$ cat src/rtl/peripheral_io_seq.sv
// peripheral_io_seq: push-button operand loader and result viewer.
//   Operands are entered one BYTE_W chunk per rising edge of the enter button.
//   Once every operand is loaded, inputdata_ready is raised until the datapath
//   returns a result. The result can then be browsed 16 bits at a time on four
//   seven-segment digits.
// Ports:
//   clk, reset        clock and asynchronous active-high reset
//   enter             raw push-button level (edge detected internally)
//   inputdata         chunk stored on each accepted press
//   loaddata          1 = presses load data / restart, 0 = presses browse
//   result_valid      one-cycle strobe qualifying dataR
//   dataR             result from the datapath
//   operands          operand k at bits [k*DATA_W +: DATA_W]
//   inputdata_ready   high while operands are complete and a result is pending
//   disp3..disp0      registered active-low seven-segment codes (gfedcba)
module peripheral_io_seq #(
  parameter int unsigned DATA_W  = 32,
  parameter int unsigned BYTE_W  = 8,
  parameter int unsigned NUM_OPS = 2
) (
  input  logic                       clk,
  input  logic                       reset,
  input  logic                       enter,
  input  logic [BYTE_W-1:0]          inputdata,
  input  logic                       loaddata,
  input  logic                       result_valid,
  input  logic [DATA_W-1:0]          dataR,
  output logic [NUM_OPS*DATA_W-1:0]  operands,
  output logic                       inputdata_ready,
  output logic [6:0]                 disp3,
  output logic [6:0]                 disp2,
  output logic [6:0]                 disp1,
  output logic [6:0]                 disp0
);

  localparam int unsigned Chunks = DATA_W / BYTE_W;
  localparam int unsigned Wins   = DATA_W / 16;
  // Single-entry ranges still get a 1-bit counter held at zero.
  localparam int unsigned OpW    = (NUM_OPS > 1) ? $clog2(NUM_OPS) : 1;
  localparam int unsigned ByteW  = (Chunks > 1) ? $clog2(Chunks) : 1;
  localparam int unsigned WinW   = (Wins > 1) ? $clog2(Wins) : 1;

  localparam logic [OpW-1:0]   OpLast   = OpW'(NUM_OPS - 1);
  localparam logic [ByteW-1:0] ByteLast = ByteW'(Chunks - 1);
  localparam logic [WinW-1:0]  WinLast  = WinW'(Wins - 1);
  localparam logic [6:0]       SegDash  = 7'b0111111;
  localparam logic [6:0]       SegZero  = 7'b1000000;

  typedef enum logic [1:0] {StLoad, StReady, StShow} state_e;

  function automatic logic [6:0] hex7(input logic [3:0] v);
    logic [6:0] s;
    unique case (v)
      4'h0: s = 7'b1000000;
      4'h1: s = 7'b1111001;
      4'h2: s = 7'b0100100;
      4'h3: s = 7'b0110000;
      4'h4: s = 7'b0011001;
      4'h5: s = 7'b0010010;
      4'h6: s = 7'b0000010;
      4'h7: s = 7'b1111000;
      4'h8: s = 7'b0000000;
      4'h9: s = 7'b0010000;
      4'hA: s = 7'b0001000;
      4'hB: s = 7'b0000011;
      4'hC: s = 7'b1000110;
      4'hD: s = 7'b0100001;
      4'hE: s = 7'b0000110;
      4'hF: s = 7'b0001110;
    endcase
    return s;
  endfunction

  state_e                      state_q, state_d;
  logic [OpW-1:0]              op_idx_q, op_idx_d;
  logic [ByteW-1:0]            byte_idx_q, byte_idx_d;
  logic [WinW-1:0]             win_idx_q, win_idx_d;
  logic                        enter_q;
  logic [NUM_OPS*DATA_W-1:0]   operands_q, operands_d;
  logic [DATA_W-1:0]           result_q, result_d;
  logic                        ready_q, ready_d;
  logic [BYTE_W-1:0]           last_q, last_d;
  logic [6:0]                  disp3_q, disp2_q, disp1_q, disp0_q;
  logic [6:0]                  disp3_d, disp2_d, disp1_d, disp0_d;

  logic                        enter_pulse;
  logic                        wr_en;
  logic [OpW-1:0]              wr_op;
  logic [ByteW-1:0]            wr_byte;
  logic [15:0]                 win_data;
  logic [7:0]                  chunk8;

  assign enter_pulse = enter & ~enter_q;

  // Sequencer: decides whether this cycle writes a chunk, and where.
  always_comb begin
    state_d    = state_q;
    op_idx_d   = op_idx_q;
    byte_idx_d = byte_idx_q;
    win_idx_d  = win_idx_q;
    operands_d = operands_q;
    result_d   = result_q;
    ready_d    = ready_q;
    last_d     = last_q;
    wr_en      = 1'b0;
    wr_op      = op_idx_q;
    wr_byte    = byte_idx_q;

    unique case (state_q)
      StLoad: begin
        if (enter_pulse && loaddata) wr_en = 1'b1;
      end
      StReady: begin
        if (result_valid) begin
          result_d  = dataR;
          ready_d   = 1'b0;
          win_idx_d = '0;
          state_d   = StShow;
        end
      end
      StShow: begin
        if (enter_pulse) begin
          if (loaddata) begin
            // Restart: this same press becomes chunk 0 of operand 0.
            wr_en   = 1'b1;
            wr_op   = '0;
            wr_byte = '0;
            state_d = StLoad;
          end else begin
            win_idx_d = (win_idx_q == WinLast) ? '0 : win_idx_q + 1'b1;
          end
        end
      end
      default: state_d = StLoad;
    endcase

    if (wr_en) begin
      for (int k = 0; k < int'(NUM_OPS); k++) begin
        for (int b = 0; b < int'(Chunks); b++) begin
          if (wr_op == OpW'(k) && wr_byte == ByteW'(b)) begin
            operands_d[k*DATA_W + b*BYTE_W +: BYTE_W] = inputdata;
          end
        end
      end
      last_d = inputdata;
      if (wr_byte == ByteLast) begin
        byte_idx_d = '0;
        if (wr_op == OpLast) begin
          op_idx_d = '0;
          state_d  = StReady;
          ready_d  = 1'b1;
        end else begin
          op_idx_d = wr_op + 1'b1;
        end
      end else begin
        byte_idx_d = wr_byte + 1'b1;
        op_idx_d   = wr_op;
      end
    end
  end

  // Display decode from the current registered state; registering it adds
  // one cycle of latency relative to the state change.
  always_comb begin
    win_data = result_q[15:0];
    for (int w = 0; w < int'(Wins); w++) begin
      if (win_idx_q == WinW'(w)) win_data = result_q[w*16 +: 16];
    end
    chunk8 = 8'(last_q);

    disp3_d = SegZero;
    disp2_d = SegZero;
    disp1_d = SegZero;
    disp0_d = SegZero;
    unique case (state_q)
      StLoad: begin
        disp3_d = hex7(4'(op_idx_q));
        disp2_d = hex7(4'(byte_idx_q));
        disp1_d = hex7(chunk8[7:4]);
        disp0_d = hex7(chunk8[3:0]);
      end
      StReady: begin
        disp3_d = SegDash;
        disp2_d = SegDash;
        disp1_d = SegDash;
        disp0_d = SegDash;
      end
      StShow: begin
        disp3_d = hex7(win_data[15:12]);
        disp2_d = hex7(win_data[11:8]);
        disp1_d = hex7(win_data[7:4]);
        disp0_d = hex7(win_data[3:0]);
      end
      default: ;
    endcase
  end

  always_ff @(posedge clk or posedge reset) begin
    if (reset) begin
      state_q    <= StLoad;
      op_idx_q   <= '0;
      byte_idx_q <= '0;
      win_idx_q  <= '0;
      enter_q    <= 1'b0;
      operands_q <= '0;
      result_q   <= '0;
      ready_q    <= 1'b0;
      last_q     <= '0;
      disp3_q    <= SegZero;
      disp2_q    <= SegZero;
      disp1_q    <= SegZero;
      disp0_q    <= SegZero;
    end else begin
      state_q    <= state_d;
      op_idx_q   <= op_idx_d;
      byte_idx_q <= byte_idx_d;
      win_idx_q  <= win_idx_d;
      enter_q    <= enter;
      operands_q <= operands_d;
      result_q   <= result_d;
      ready_q    <= ready_d;
      last_q     <= last_d;
      disp3_q    <= disp3_d;
      disp2_q    <= disp2_d;
      disp1_q    <= disp1_d;
      disp0_q    <= disp0_d;
    end
  end

  assign operands        = operands_q;
  assign inputdata_ready = ready_q;
  assign disp3           = disp3_q;
  assign disp2           = disp2_q;
  assign disp1           = disp1_q;
  assign disp0           = disp0_q;

endmodule
$ cat config.mk
export PLATFORM = sky130hd
export DESIGN_NAME = peripheral_io_seq
export DESIGN_NICKNAME = d
export VERILOG_FILES = /design/src/rtl/peripheral_io_seq.sv
export SDC_FILE = /design/constraint.sdc
export NUM_CORES = 1
export LEC_CHECK = 0
export CAP_MARGIN = 20
export CORE_ASPECT_RATIO = 0.6
export CORE_MARGIN = 3
export CORE_UTILIZATION = 47
export DETAILED_ROUTE_END_ITERATION = 8
export MAX_ROUTING_LAYER = met4
export PLACE_DENSITY = 0.76
export SLEW_MARGIN = 20
export SYNTH_ARGS = -nofsm -noshare
export SYNTH_HDL_FRONTEND = slang
export SYNTH_SLANG_ARGS = --single-unit
$ cat constraint.sdc
create_clock -name clk -period 4.16 [get_ports clk]
set_input_delay 0.416 -clock clk [delete_from_list [all_inputs] [get_ports clk]]
set_output_delay 0.416 -clock clk [all_outputs]
set_load 0.01 [all_outputs]
==> metrics <==
slew at the pin closest to its max-slew limit=slightly above 0.9 ns; FP Rows=34; Clock Skew=0.009436 ns; Buf/Inv on CP=2; initial antenna violation count=0; LEAKAGE=approximately 4.2 nW; antenna-violating nets left=0; run status=finished, final reports clean; max-slew violations=0; Tcrit/Tclk final=68.94%; Die Area=16930 µm²; H-tree Lvls=4; clk slew on worst S/H paths=roughly 0.060 ns; Pre-antenna DRT Iters=6; Worst setup EP type=flip-flop; clock sinks=140; warning count from the yosys run=0; final setup fails=0; fill cell count=1110; met1 GRT Util=between 20% and 30%; Buffers on Ports=137; Num CTS Buffers=17; CP Cell Sequence=buf_4 > mux2i_1 > inv_1 > ha_1 > nor3_1 > o41ai_2; CP max FO=17; CP top delay family=flip-flops; Synth Flop Type=dfrtp_1; met2 GRT Util=between 30% and 40%; critical path's largest stage delay=0.94 ns; dpl hpwl=between 10 and 15 mm; Routed WL=between 15 and 20 mm; Antenna Cells=0; global-route wire length before repair=28.31 mm; Cells after Synth=around 580; Worst-Skew Late Latency=0.41 ns; Fmax=0.3487 GHz; DR DRC count=0; Vias=5197; Hold WC Path Type=reg -> reg; pwr/cell area=767.2 nW/µm²; r2r setup slk=~1.3 ns; Nets=813; unrepaired setup endpoints after global routing=no; Layout area overhead=30.11%; PostCTS Resize Cnt=0; Top Usage Layer GRT=met2; # IOs=about 140; Tot GR Track Use=around 22%; sequential element share of the synthesized area=48.61%; cts hold-fix bufs=0; GPL Wtd Cong=0.9597; vias per cell=5.582; Post-Place Cell Area=8772 µm²; Crit-path slowest cell=dfrtp_1; CTS tree=built; critical path class=reg -> reg; Mapped Area=approximately 7200 µm²; vias in the first global route=between 5000 and 6000; worst-case clock buffer depth=2; Slew Limit Headroom=39.19%; Util after Layout=a little under two thirds; initial detailed-routing violation count=approximately 310; share of layout cells above drive strength 1=around 24%; post-synthesis register bit count=140; crit path DAT=approximately 3.1 ns; GRT Residual Overflow=0; met3 Use GR=under 10%; Async S/R FF share, synth=100.0%; die width=166.0 µm; final hold vios=0; final instance area=about 9400 µm²; Tmin final=roughly 2.9 ns; Die H=around 100 µm; maximum VDD drop=~0.34 mV; synth unique cells=64; Post-synth EDFFs=0; CTS root buffer=clkbuf_16; Net Count, Synth=674; CP required=between 4 and 5 ns; core box area=~15000 µm²; Power, Total=~0.007 W; setup TNS=0 ns; Max-cap violations=0; Initial Util=approximately half; Mean Syn Cell Area=around 12 µm²; Wirelength per Cell=~19 µm; Setup crit start kind=flip-flop; largest net degree at the start of global routing=roughly 140; Setup Fix Bufs, Post-CTS=0
==> placed cells by master, fill, tap and decap left out, types with 3 or more instances in the layout <==
master	netlist	layout
and3_1	3	3
clkinvlp_4	0	4
nand2_2	5	5
dfrtp_1	136	136
nor2b_1	5	5
nor2_1	22	22
o31ai_1	3	3
inv_6	0	3
mux4_2	3	3
bufinv_16	0	3
clkbuf_16	0	17
dfstp_2	4	4
o21ai_0	25	25
nand2_1	35	35
a211oi_1	5	5
a21oi_1	18	18
nor3_1	9	9
a31oi_1	9	9
o22ai_1	5	5
inv_1	26	25
buf_4	4	5
mux2_2	116	116
ha_1	48	48
o2111ai_1	3	3
and2_1	3	3
mux2i_1	26	26
clkdlybuf4s50_1	0	137
o221ai_1	3	3
==> state kept, by name, summed over array words and instances (netlist names), 2 cells and up <==
| name | count |
|---|---|
| disp0 | 7 |
| operands | 64 |
| disp1 | 7 |
| chunk8 | 8 |
| disp2 | 7 |
| byte_idx_q | 2 |
| result_q | 32 |
| state_q | 2 |
| disp3 | 7 |
==> report_power, final <==
group | internal (W) | switching, W | total [W] | leakage [nW]
sequential | 0.00198 | 0.000442 | 0.00242 | 1.77
clock | 0.000982 | 0.000596 | 0.00158 | 0.294
combinational | 0.00171 | 0.00150 | 0.00321 | 2.12
==> kinds of logic after synthesis <==
logic type      Yosys count  share of synthesized area (%)
mux                     151                          24.24
flops                   140                          48.61
compound gates           96                          9.050
simple gates             94                          6.328
buf+inv                  49                          3.086
fa+ha+maj                48                          8.322
xor+xnor                  3                         0.3641
==> worst reg2reg max path, cell delays in order, from the launching register on <==
cell     delay [ns]
dfrtp_1        0.94
buf_4          0.32
mux2i_1        0.55
inv_1          0.19
ha_1           0.31
nor3_1         0.31
o41ai_2        0.11
==> metrics by stage <==
| stage | worst slack (ns) | instances | hold WS (ns) |
|---|---|---|---|
| after floorplan | 1.816 | 581 | 0.4474 |
| after global placement | 1.514 | 899 | 0.4879 |
| after detailed placement | 1.403 | 899 | 0.4927 |
| after CTS | 1.349 | 931 | 0.5064 |
| after global routing | 1.061 | 931 | 0.5168 |
| final | 1.292 | 931 | 0.5047 |
==> worst paths after layout <==
check | cells past startpoint | from | to
min in group asynchronous | 3 | reset | operands[23]
min | 1 | operands[0] | operands[0]
max | 6 | win_idx_q | disp3[0]
max in group asynchronous | 3 | reset | result_q[16]
max reg2reg | 6 | win_idx_q | disp3[0]
min reg2reg | 1 | operands[0] | operands[0]
==> final cells by class <==
cell class | count | area (µm²) | share of cell area, %
clock inverters | 12 | 161.4 | 1.719
repair buffers | 143 | 1429 | 15.22
inverters | 26 | 101.3 | 1.079
well taps | 198 | 247.7 | 2.638
clock buffers | 20 | 456.7 | 4.863
flip-flops and latches | 140 | 3508 | 37.36
multi-input cells | 392 | 3486 | 37.12
==> layer usage <==
| layer | share of wire [%] | up-vias |
|---|---|---|
| li1 | - | 2388 |
| met1 | 47 | 2562 |
| met2 | 44 | 228 |
| met3 | 7.6 | 19 |
| met4 | 0.95 | 0 |
| met5 | 0 | - |
==> cell usage after synthesis, drive strengths merged (3+ instances only) <==
| master | number | share of area, % |
|---|---|---|
| a31oi | 9 | 0.78 |
| nor2b | 5 | 0.43 |
| dfstp | 4 | 1.5 |
| o22ai | 5 | 0.43 |
| and2 | 3 | 0.26 |
| mux4 | 4 | 1.3 |
| a21oi | 18 | 1.2 |
| o31ai | 3 | 0.31 |
| nor3 | 9 | 0.62 |
| nand2 | 40 | 2.3 |
| a221oi | 3 | 0.45 |
| o221ai | 3 | 0.36 |
| mux2i | 29 | 4.4 |
| o2111ai | 3 | 0.36 |
| buf | 14 | 1.3 |
| dfrtp | 136 | 47 |
| o21ai | 25 | 1.7 |
| a211oi | 5 | 0.52 |
| inv | 26 | 1.4 |
| mux2 | 118 | 19 |
| and3 | 4 | 0.42 |
| ha | 48 | 8.3 |
| nor2 | 22 | 1.1 |
| clkbuf | 9 | 0.47 |
Note: power is estimated with default switching activity, not from simulation.
